$ cat src/rtl/sync_fifo_flush.sv
// Single-clock FIFO with synchronous flush, threshold flags, fill level and
// sticky overflow/underflow flags. Status is decoded from registered pointers.
module sync_fifo_flush #(
  parameter int DATA_WIDTH = 8,
  parameter int ADDR_WIDTH = 4,
  parameter int AF_THRESH  = (1 << ADDR_WIDTH) - 2,
  parameter int AE_THRESH  = 2
) (
  input  logic                  clk,
  input  logic                  rst,
  input  logic                  flush,
  input  logic                  clr_err,
  input  logic                  write_enable,
  input  logic [DATA_WIDTH-1:0] write_data,
  input  logic                  read_enable,
  output logic [DATA_WIDTH-1:0] read_data,
  output logic                  read_valid,
  output logic                  full,
  output logic                  empty,
  output logic                  almost_full,
  output logic                  almost_empty,
  output logic [ADDR_WIDTH:0]   level,
  output logic                  overflow,
  output logic                  underflow
);

  localparam int                DEPTH   = 1 << ADDR_WIDTH;
  localparam logic [ADDR_WIDTH:0] DEPTH_L = (ADDR_WIDTH+1)'(DEPTH);
  localparam logic [ADDR_WIDTH:0] AF_L    = (ADDR_WIDTH+1)'(AF_THRESH);
  localparam logic [ADDR_WIDTH:0] AE_L    = (ADDR_WIDTH+1)'(AE_THRESH);

  logic [DATA_WIDTH-1:0] r_mem [DEPTH];
  logic [ADDR_WIDTH:0]   r_wr_ptr, r_rd_ptr;
  logic [ADDR_WIDTH:0]   w_level;
  logic                  w_full, w_empty, w_wr_acc, w_rd_acc;

  // Wrap bit makes the modular difference the true occupancy, 0..DEPTH.
  assign w_level  = r_wr_ptr - r_rd_ptr;
  assign w_full   = (w_level == DEPTH_L);
  assign w_empty  = (w_level == '0);
  assign w_wr_acc = write_enable && !w_full  && !flush;
  assign w_rd_acc = read_enable  && !w_empty && !flush;

  assign level        = w_level;
  assign full         = w_full;
  assign empty        = w_empty;
  assign almost_full  = (w_level >= AF_L);
  assign almost_empty = (w_level <= AE_L);

  always_ff @(posedge clk) begin
    if (w_wr_acc) r_mem[r_wr_ptr[ADDR_WIDTH-1:0]] <= write_data;
  end

  always_ff @(posedge clk or posedge rst) begin
    if (rst) begin
      r_wr_ptr   <= '0;
      r_rd_ptr   <= '0;
      read_data  <= '0;
      read_valid <= 1'b0;
      overflow   <= 1'b0;
      underflow  <= 1'b0;
    end else if (flush) begin
      // Flush freezes data and error flags; only the pointers and pulse reset.
      r_wr_ptr   <= '0;
      r_rd_ptr   <= '0;
      read_valid <= 1'b0;
    end else begin
      if (w_wr_acc) r_wr_ptr <= r_wr_ptr + 1'b1;
      if (w_rd_acc) begin
        r_rd_ptr  <= r_rd_ptr + 1'b1;
        read_data <= r_mem[r_rd_ptr[ADDR_WIDTH-1:0]];
      end
      read_valid <= w_rd_acc;
      // A new error event wins over a coincident clear.
      if (write_enable && w_full)     overflow <= 1'b1;
      else if (clr_err)               overflow <= 1'b0;
      if (read_enable && w_empty)     underflow <= 1'b1;
      else if (clr_err)               underflow <= 1'b0;
    end
  end

endmodule

$ cat config.mk
export PLATFORM = sky130hd
export DESIGN_NAME = sync_fifo_flush
export DESIGN_NICKNAME = d
export VERILOG_FILES = /design/src/rtl/sync_fifo_flush.sv
export SDC_FILE = /design/constraint.sdc
export NUM_CORES = 1
export LEC_CHECK = 0
export CELL_PAD_IN_SITES_DETAIL_PLACEMENT = 1
export CELL_PAD_IN_SITES_GLOBAL_PLACEMENT = 2
export CORE_MARGIN = 10
export CORE_UTILIZATION = 41
export CTS_CLUSTER_DIAMETER = 80
export DETAILED_ROUTE_END_ITERATION = 7
export GPL_TIMING_DRIVEN = 0
export HOLD_SLACK_MARGIN = 0.06
export PLACE_DENSITY = 0.83
export SKIP_CTS_REPAIR_TIMING = 1
export SYNTH_ARGS = -nofsm -noshare
export SYNTH_HDL_FRONTEND = slang
export SYNTH_SLANG_ARGS = --single-unit
$ cat constraint.sdc
create_clock -name clk -period 3.2 [get_ports clk]
set_clock_uncertainty 0.15 [all_clocks]
set_input_delay 0.32 -clock clk [delete_from_list [all_inputs] [get_ports clk]]
set_output_delay 0.32 -clock clk [all_outputs]
set_load 0.02 [all_outputs]
# --- Word-level counts from Yosys, hierarchy flattened ---
# Memories as Yosys holds them, arrays and structs flattened. A register that Yosys moved wholly into a read port is not among the register bits.
# Cells that the tools add are included.
classes:
  add_sub_neg: 3
  order_cmp: 2
  n_eq_ne: 1
  mux: 10
  bitwise_logic: 1
  n_reduce_logical: 17
op_table:
  columns: ["operator", "count"]
  rows:
  - ["$mux 5", 4]
  - ["$add 5x1->5 const B", 2]
  - ["$reduce_bool 2->1", 4]
  - ["$logic_and 1x1->1", 6]
  - ["$mux 1", 6]
  - ["$reduce_and 2->1", 3]
  - ["$eq 5x5->1 const B", 1]
  - ["$ge 5x4->1 const B", 1]
  - ["$le 5x2->1 const B", 1]
  - ["$logic_not 5->1", 1]
  - ["$sub 5x5->5", 1]
  - ["$logic_not 1->1", 3]
  - ["$not 1->1", 1]
totals:
  ff_bits: 13
  mem_bits_rw: 128
  inputBits: 14
  out_inout_bits: 20
  word_cells: 40
  mem_count: 1
mem_list:
  columns: ["memory", "depth", "word_bits", "rd", "rd_clocked_by_memory_dff", "wr", "line_no", "text"]
  rows:
  - ["r_mem", 16, 8, 1, 1, 1, "32", "logic [DATA_WIDTH-1:0] r_mem [DEPTH];"]

# --- Logic depth before layout (Yosys ltp) ---
# Gate-level depths: netlist (run 1).
logic_depth:
  word_depth: 7
  ltp_mapped: 9
  ltp_nobuf: 9

# --- Least setup slack after synthesis (run 1) ---
# No wires, ideal clock.
synth_timing:
  path_type: "reg2reg"
  start: "register r_rd_ptr[2]"
  end: "memory r_mem[1][0] (enable)"
  setup_time_ps: 395
  t_arrival_ps: 3296
  required_time_ps: 2655
  path_slack_ps: -641
  stages_incl_launch_ff: 10
  path_buffers: 2
  period_less_slack_ps: 3841
  path_cell_list: "dfrtp_1 > clkbuf_1 > inv_1 > ha_1 > xnor2_1 > a211oi_1 > nor2_1 > o21ai_2 > buf_2 > nor4_1"
synth_via:
  elab_chain_len: 7
synth_lines:
  columns: ["item", "line_no", "text"]
  rows:
  - ["start: declaration", "33", "logic [ADDR_WIDTH:0] r_wr_ptr, r_rd_ptr;"]
  - ["start signal: assignment", "70", "r_rd_ptr <= r_rd_ptr + 1'b1;"]
  - ["$sub 5x5->5", "38", "assign w_level = r_wr_ptr - r_rd_ptr;"]
  - ["via level[2]", "22", "output logic [ADDR_WIDTH:0] level,"]
  - ["$eq 5x5->1", "39", "assign w_full = (w_level == DEPTH_L);"]
  - ["$logic_not 1->1", "41", "assign w_wr_acc = write_enable && !w_full && !flush;"]
  - ["$logic_and 1x1->1 (2 in series)", "41", null]
  - ["$mux 1", "51", "if (w_wr_acc) r_mem[r_wr_ptr[ADDR_WIDTH-1:0]] <= write_data;"]
  - ["$mux 1 (implied by the code)", "51", null]
  - ["end: declaration", "32", null]
# The timed path passes the listed nets, and every way through them passes these cells.

# --- Worst setup path in the final report (run 1) ---
layout_timing:
  start: "register r_wr_ptr[0]"
  end: "output almost_empty"
layout_via:
  elab_chain_len: 2
layout_lines:
  columns: ["item", "line_no", "text"]
  rows:
  - ["start: declaration", "33", null]
  - ["start signal: assignment", "68", "if (w_wr_acc) r_wr_ptr <= r_wr_ptr + 1'b1;"]
  - ["$sub 5x5->5", "38", null]
  - ["$le 5x2->1", "48", "assign almost_empty = (w_level <= AE_L);"]
  - ["end: declaration", "21", "output logic almost_empty,"]
# Every way passes these cells.

==> metrics.txt, run 1 <==
minimum hold slack 0.218 ns; ant diodes 0; Finished Layout Cells 624; fin crit period 3.17 ns; Synth Register Bits 149; status finished, final reports clean; Yosys warning total 0; Num CTS Buffers 17; fin util 54.5%; DR WL met2 8120 um; hold path cells 3; Die Y-Extent 143 um; switching share of power 31.6%; Mapped Nets 369; crit-path max FO 6; Crit path max-delay family adder cells; clk slew on worst S/H paths 0.06 ns; die area 0.0203 mm^2; Met1 Wirelength 6370 um; Slowest cell on crit path fa_2; synthesized area per cell 17.8 um^2; post-DP HPWL 9590 um; GRT Total Usage 15.2%; worst reg2reg path startpoint r_wr_ptr[0]; final hold vios 0; most frequent cells in the layout edfxtp_1, mux4_2, clkdlybuf4s50_1; Final Max Tran Viols 0; P_sw 2.02 mW; crit-path cells inv_2 > ha_2 > fa_2 > nand2b_4 > a21oi_4 > xor2_4 > inv_4 > a2111oi_4 > buf_4; Leak 2.74 nW; TNS Setup 0 ns; Worst Path Arrival 2.70 ns; Initial Util 42.0%; commonest non-fill, non-tap cell in the layout edfxtp_1; Critical path buffers and inverters 3; Clk Tree Root Cell clkbuf_16; Overflow after GRT 0; fillers 1331; Port Buffers 32; placer's final routability congestion estimate 0.749; number of sinks on the clock net 149; # H-tree levels 4; f_max 315 MHz; FF-to-FF End r_mem[3][0]; final setup vio count 0; critical path class reg2out; R2R depth 11; Placed Cells 561; Seq/Total Area, Yosys 71.0%; Clock Tree Buf Depth 2; Die W 143 um; nets@finish 451; post-synthesis cell count 345; vias per inst 5.66; drt first pass iters 4; sequential share of power 36.1%; Ports 34; Slew headroom 21.5%; layout cells sized above 1 33.4%; Row Count 44; min-delay src flush; number of global-route vias before repair 3606; Post-route DRC 0; Internal 4.37 mW; Skew-Pair Late Insertion Delay 0.43 ns; CP max stage delay 0.40 ns; WL met3 1080 um; Hold EP r_wr_ptr[4]; Worst-Margin Slew 1.18 ns; Post-Syn Area 0.00615 mm^2; wire per inst 25.8 um; Max Used Layer met4; HP Class in2reg; Setup crit end kind output pin; largest net degree at the start of global routing 22; core footprint 0.0146 mm^2; post-route ant nets 0; max_cap viols 0; Worst path depth 9; PD cells 802 mW/mm^2; Detailed Route WL 16100 um; Vias 3533; first-pass GRT wire length 22400 um; clock share of power 29.9%; Worst Setup Start Kind flip-flop; Final Cycle Share 99.1%; logic gate share of total power 34.0%; CP Data Required Time 2.73 ns; Starting DRT DRC Count 277; register-to-register setup slack 0.09 ns; CTS tree done; worst vdd ir 0.000413 V; Unique masters post-synth 38; area delta synth->final 29.6%; initial antenna violation count 0
==> logic make-up (layout without fill, tap and decap cells) <==
kind of cell             count (synthesis)  count (layout)  synth area share, %
flip-flops                             149             149                 71.0
AND/OR/NAND/NOR                         71              71                 5.61
multiplexers                            50              50                 15.0
AO/OA/AOI/OAI                           34              34                 3.80
buffers and inverters                   27             122                 1.77
adder cells (fa/ha/maj)                 10              10                 2.16
XOR/XNOR                                 4               4                0.691
==> worst max path at each step <==
stage                start      endpoint  slack (ns)
2_1_floorplan  r_wr_ptr[0]  r_mem[10][0]        0.01
4_1_cts        r_rd_ptr[2]  almost_empty       -1.27
3_5_place_dp   r_rd_ptr[2]   r_mem[7][3]       -1.05
5_1_grt        r_wr_ptr[0]  almost_empty       -0.08
3_3_place_gp   r_rd_ptr[2]   r_mem[4][4]       -0.84
6_report       r_wr_ptr[0]  almost_empty        0.03
==> worst register-to-register path: stages (launching register included) <==
cell and delay [ns]:
dfrtp_2 0.38, inv_2 0.07, ha_2 0.20, fa_2 0.40, nand2b_4 0.18, a21oi_4 0.21
xor2_4 0.25, buf_4 0.17, o21ai_4 0.10, buf_6 0.22, nor4_4 0.30, buf_12 0.19
==> sequential cells by signal, summed over array words and instances, names as in the netlist <==
signal      count
read_valid      1
underflow       1
read_data       8
r_rd_ptr        5
r_wr_ptr        5
overflow        1
r_mem         128
==> power groups by stage <==
stage / registers, mW / logic (mW) / clock network [mW]
global route: 2.32 / 2.33 / 2.02
detailed placement: 2.34 / 1.94 / 0
floorplan: 2.41 / 1.15 / 0
finish: 2.31 / 2.17 / 1.91
global placement: 2.34 / 1.89 / 0
CTS: 2.30 / 1.95 / 1.94
==> per-layer routing <==
metal / GRT usage (%) / vias to the layer above
li1: - / 1547
met1: 19.2 / 1845
met2: 24.8 / 110
met3: 4.14 / 31
met4: 5.21 / 0
met5: 0 / -
==> stage by stage <==
stage | total power, mW | area [um^2] | worst slack, ns
global placement | 4.23 | 6910 | -0.838
detailed placement | 4.28 | 6910 | -1.05
CTS | 6.20 | 7460 | -1.27
global route | 6.67 | 7970 | -0.0816
floorplan | 3.56 | 6360 | 0.0123
finish | 6.39 | 7970 | 0.0278
==> cell usage after synthesis <==
library cell  number  area share (%)
inv_2              1           0.061
edfxtp_1         128              62
mux2_2            15             2.7
mux2i_1            2            0.33
nand2b_1           1            0.10
o22ai_1           16             1.6
a32o_1             1            0.16
nand3b_1           2            0.24
nor2_1            26             1.6
dfrtp_1           21             8.5
a211oi_1           3            0.37
or2_1              1            0.10
nor4b_1            5            0.71
a21oi_1            7            0.57
xor2_1             2            0.28
nor4_1             8            0.81
fa_1               1            0.33
nand2_1           17             1.0
a2111oi_0          1            0.14
clkbuf_1           8            0.49
o21ai_4            1            0.26
xor2_2             1            0.26
a21o_1             1            0.12
a31o_2             1            0.14
xnor2_1            1            0.14
a22o_1             1            0.14
ha_1               9             1.8
buf_2              6            0.49
mux4_2            32              12
clkinv_1           1           0.061
mux2_1             1            0.18
inv_1             11            0.67
a21boi_1           1            0.12
o21ai_2            1            0.14
nor3_1             4            0.33
nor2b_1            4            0.41
nand4_1            2            0.20
nand3_1            1           0.081
==> layout make-up <==
class	instances	area [um^2]	share of cell area [%]
flip-flops and latches	149	4370	54.9
multi-input cells	169	1990	25.0
repair buffers	64	707	8.87
clock buffers	27	473	5.93
well taps	184	230	2.89
clock inverters	5	77.6	0.973
plain buffers	13	66.3	0.832
inverters	13	51.3	0.643
Power figures use the tool's default switching activity.
==> inputs of run 2 (changes only) <==
SLEW_MARGIN = 40   (was default)
==> metrics.txt, run 2 (same netlist as run 1, synthesis figures left out) <==
Slowest cell on crit path dfrtp_2; minimum hold slack 0.104 ns; placer's final routability congestion estimate 0.749; die area 0.0203 mm^2; FF-to-FF End r_mem[1][5]; Skew-Pair Late Insertion Delay 0.42 ns; Clock Tree Buf Depth 2; fin crit period 3.26 ns; Post-route DRC 0; number of global-route vias before repair 3614; Final Cycle Share 102%; area of the multi-input gates 0.00199 mm^2; critical path class reg2reg; max FFs per register 128; fin area 0.00804 mm^2; number of sinks on the clock net 149; area delta synth->final 30.6%; largest net degree at the start of global routing 22; Worst Slack Setup Final -0.0590 ns; # H-tree levels 4; Crit path max-delay family buffers and inverters; most frequent cells in the layout edfxtp_1, mux4_2, clkdlybuf4s50_1; Register Area 0.00437 mm^2; Worst Setup Start Kind flip-flop; crit-path cells ha_4 > fa_2 > nand2b_4 > a21oi_4 > xor2_4 > buf_4 > o21ai_4 > buf_12 > buf_4 > nor4_4 > buf_12; nets@finish 457; Detailed Route WL 17000 um; R2R depth 11; first-pass GRT wire length 22400 um; CP max stage delay 0.46 ns; RSZ-0062 raised after global routing yes; Port Buffers 32; Worst Path Arrival 3.24 ns; Slew headroom 46.1%; Clk Tree Root Cell clkbuf_16; Die W 143 um; register-to-register setup slack -0.06 ns; Leak 2.78 nW; post-placement cell area 0.00696 mm^2; Num CTS Buffers 17; vias per inst 5.69; failing checks negative setup slack; Row Count 44; GRT Total Usage 15.1%; ant diodes 0; crit path from r_rd_ptr[0]; fin util 54.9%; Final Max Tran Viols 0; Die Y-Extent 143 um; Power Total 6.45 mW; status finished with violations; Starting DRT DRC Count 302; HP Class in2async; Overflow after GRT 0; Initial Util 42.0%; commonest non-fill, non-tap cell in the layout edfxtp_1; CP Capture Point r_mem[1][5]; Worst path depth 11; worst vdd ir 0.000414 V; core footprint 0.0146 mm^2; initial antenna violation count 0; Setup crit end kind flip-flop; post-route ant nets 0; Worst-Margin Slew 0.808 ns; layout cells sized above 1 37.2%; CP Data Required Time 3.19 ns; drt first pass iters 7; post-DP HPWL 9600 um; wire per inst 26.9 um; final hold vios 0; Vias 3587; Critical path buffers and inverters 4; Ports 34; PD cells 803 mW/mm^2; f_max 307 MHz; worst reg2reg path startpoint r_rd_ptr[0]; final setup vio count 47; CTS tree done; crit-path max FO 8; fillers 1316; max_cap viols 0; clk slew on worst S/H paths 0.07 ns; setup slack at placement -0.914 ns
run 2: layer usage:
layer,part of all wire [%],global-route usage (%)
met1,42,20.2
met3,5.0,3.04
met2,51,24.1
met5,0,0
met4,1.9,5.05
run 2: layout make-up:
| type | instances | share of cell area (%) |
|---|---|---|
| flip-flops and latches | 149 | 54.4 |
| repair buffers | 69 | 9.34 |
| clock inverters | 14 | 1.54 |
| multi-input cells | 169 | 24.8 |
| plain buffers | 13 | 0.965 |
| inverters | 13 | 0.638 |
| well taps | 184 | 2.86 |
| clock buffers | 18 | 5.34 |
| repair inverters | 1 | 0.0934 |
run 2: how the worst min path moves through the flow:
stage / start / endpoint / slack (ns) / cells after the start
2_1_floorplan: rst / overflow / 0.15 / 1
3_3_place_gp: overflow / overflow / 0.33 / 1
3_5_place_dp: overflow / overflow / 0.34 / 1
4_1_cts: rst / read_data[1] / 0.13 / 2
5_1_grt: rst / read_data[1] / 0.13 / 2
6_report: rst / r_rd_ptr[1] / 0.10 / 2
run 2: metrics by stage:
step / setup TNS (ns) / cells
finish: -1.04 / 630
global route: -8.66 / 630
CTS: -109.74 / 593
detailed placement: -101.97 / 561
global placement: -97.00 / 561
floorplan: 0 / 345
run 2: power breakdown:
group          switching [mW]  internal [mW]
Sequential             0.0811           2.24
Clock                   0.867           1.02
Combinational            1.25           1.00
Total                    2.20           4.26
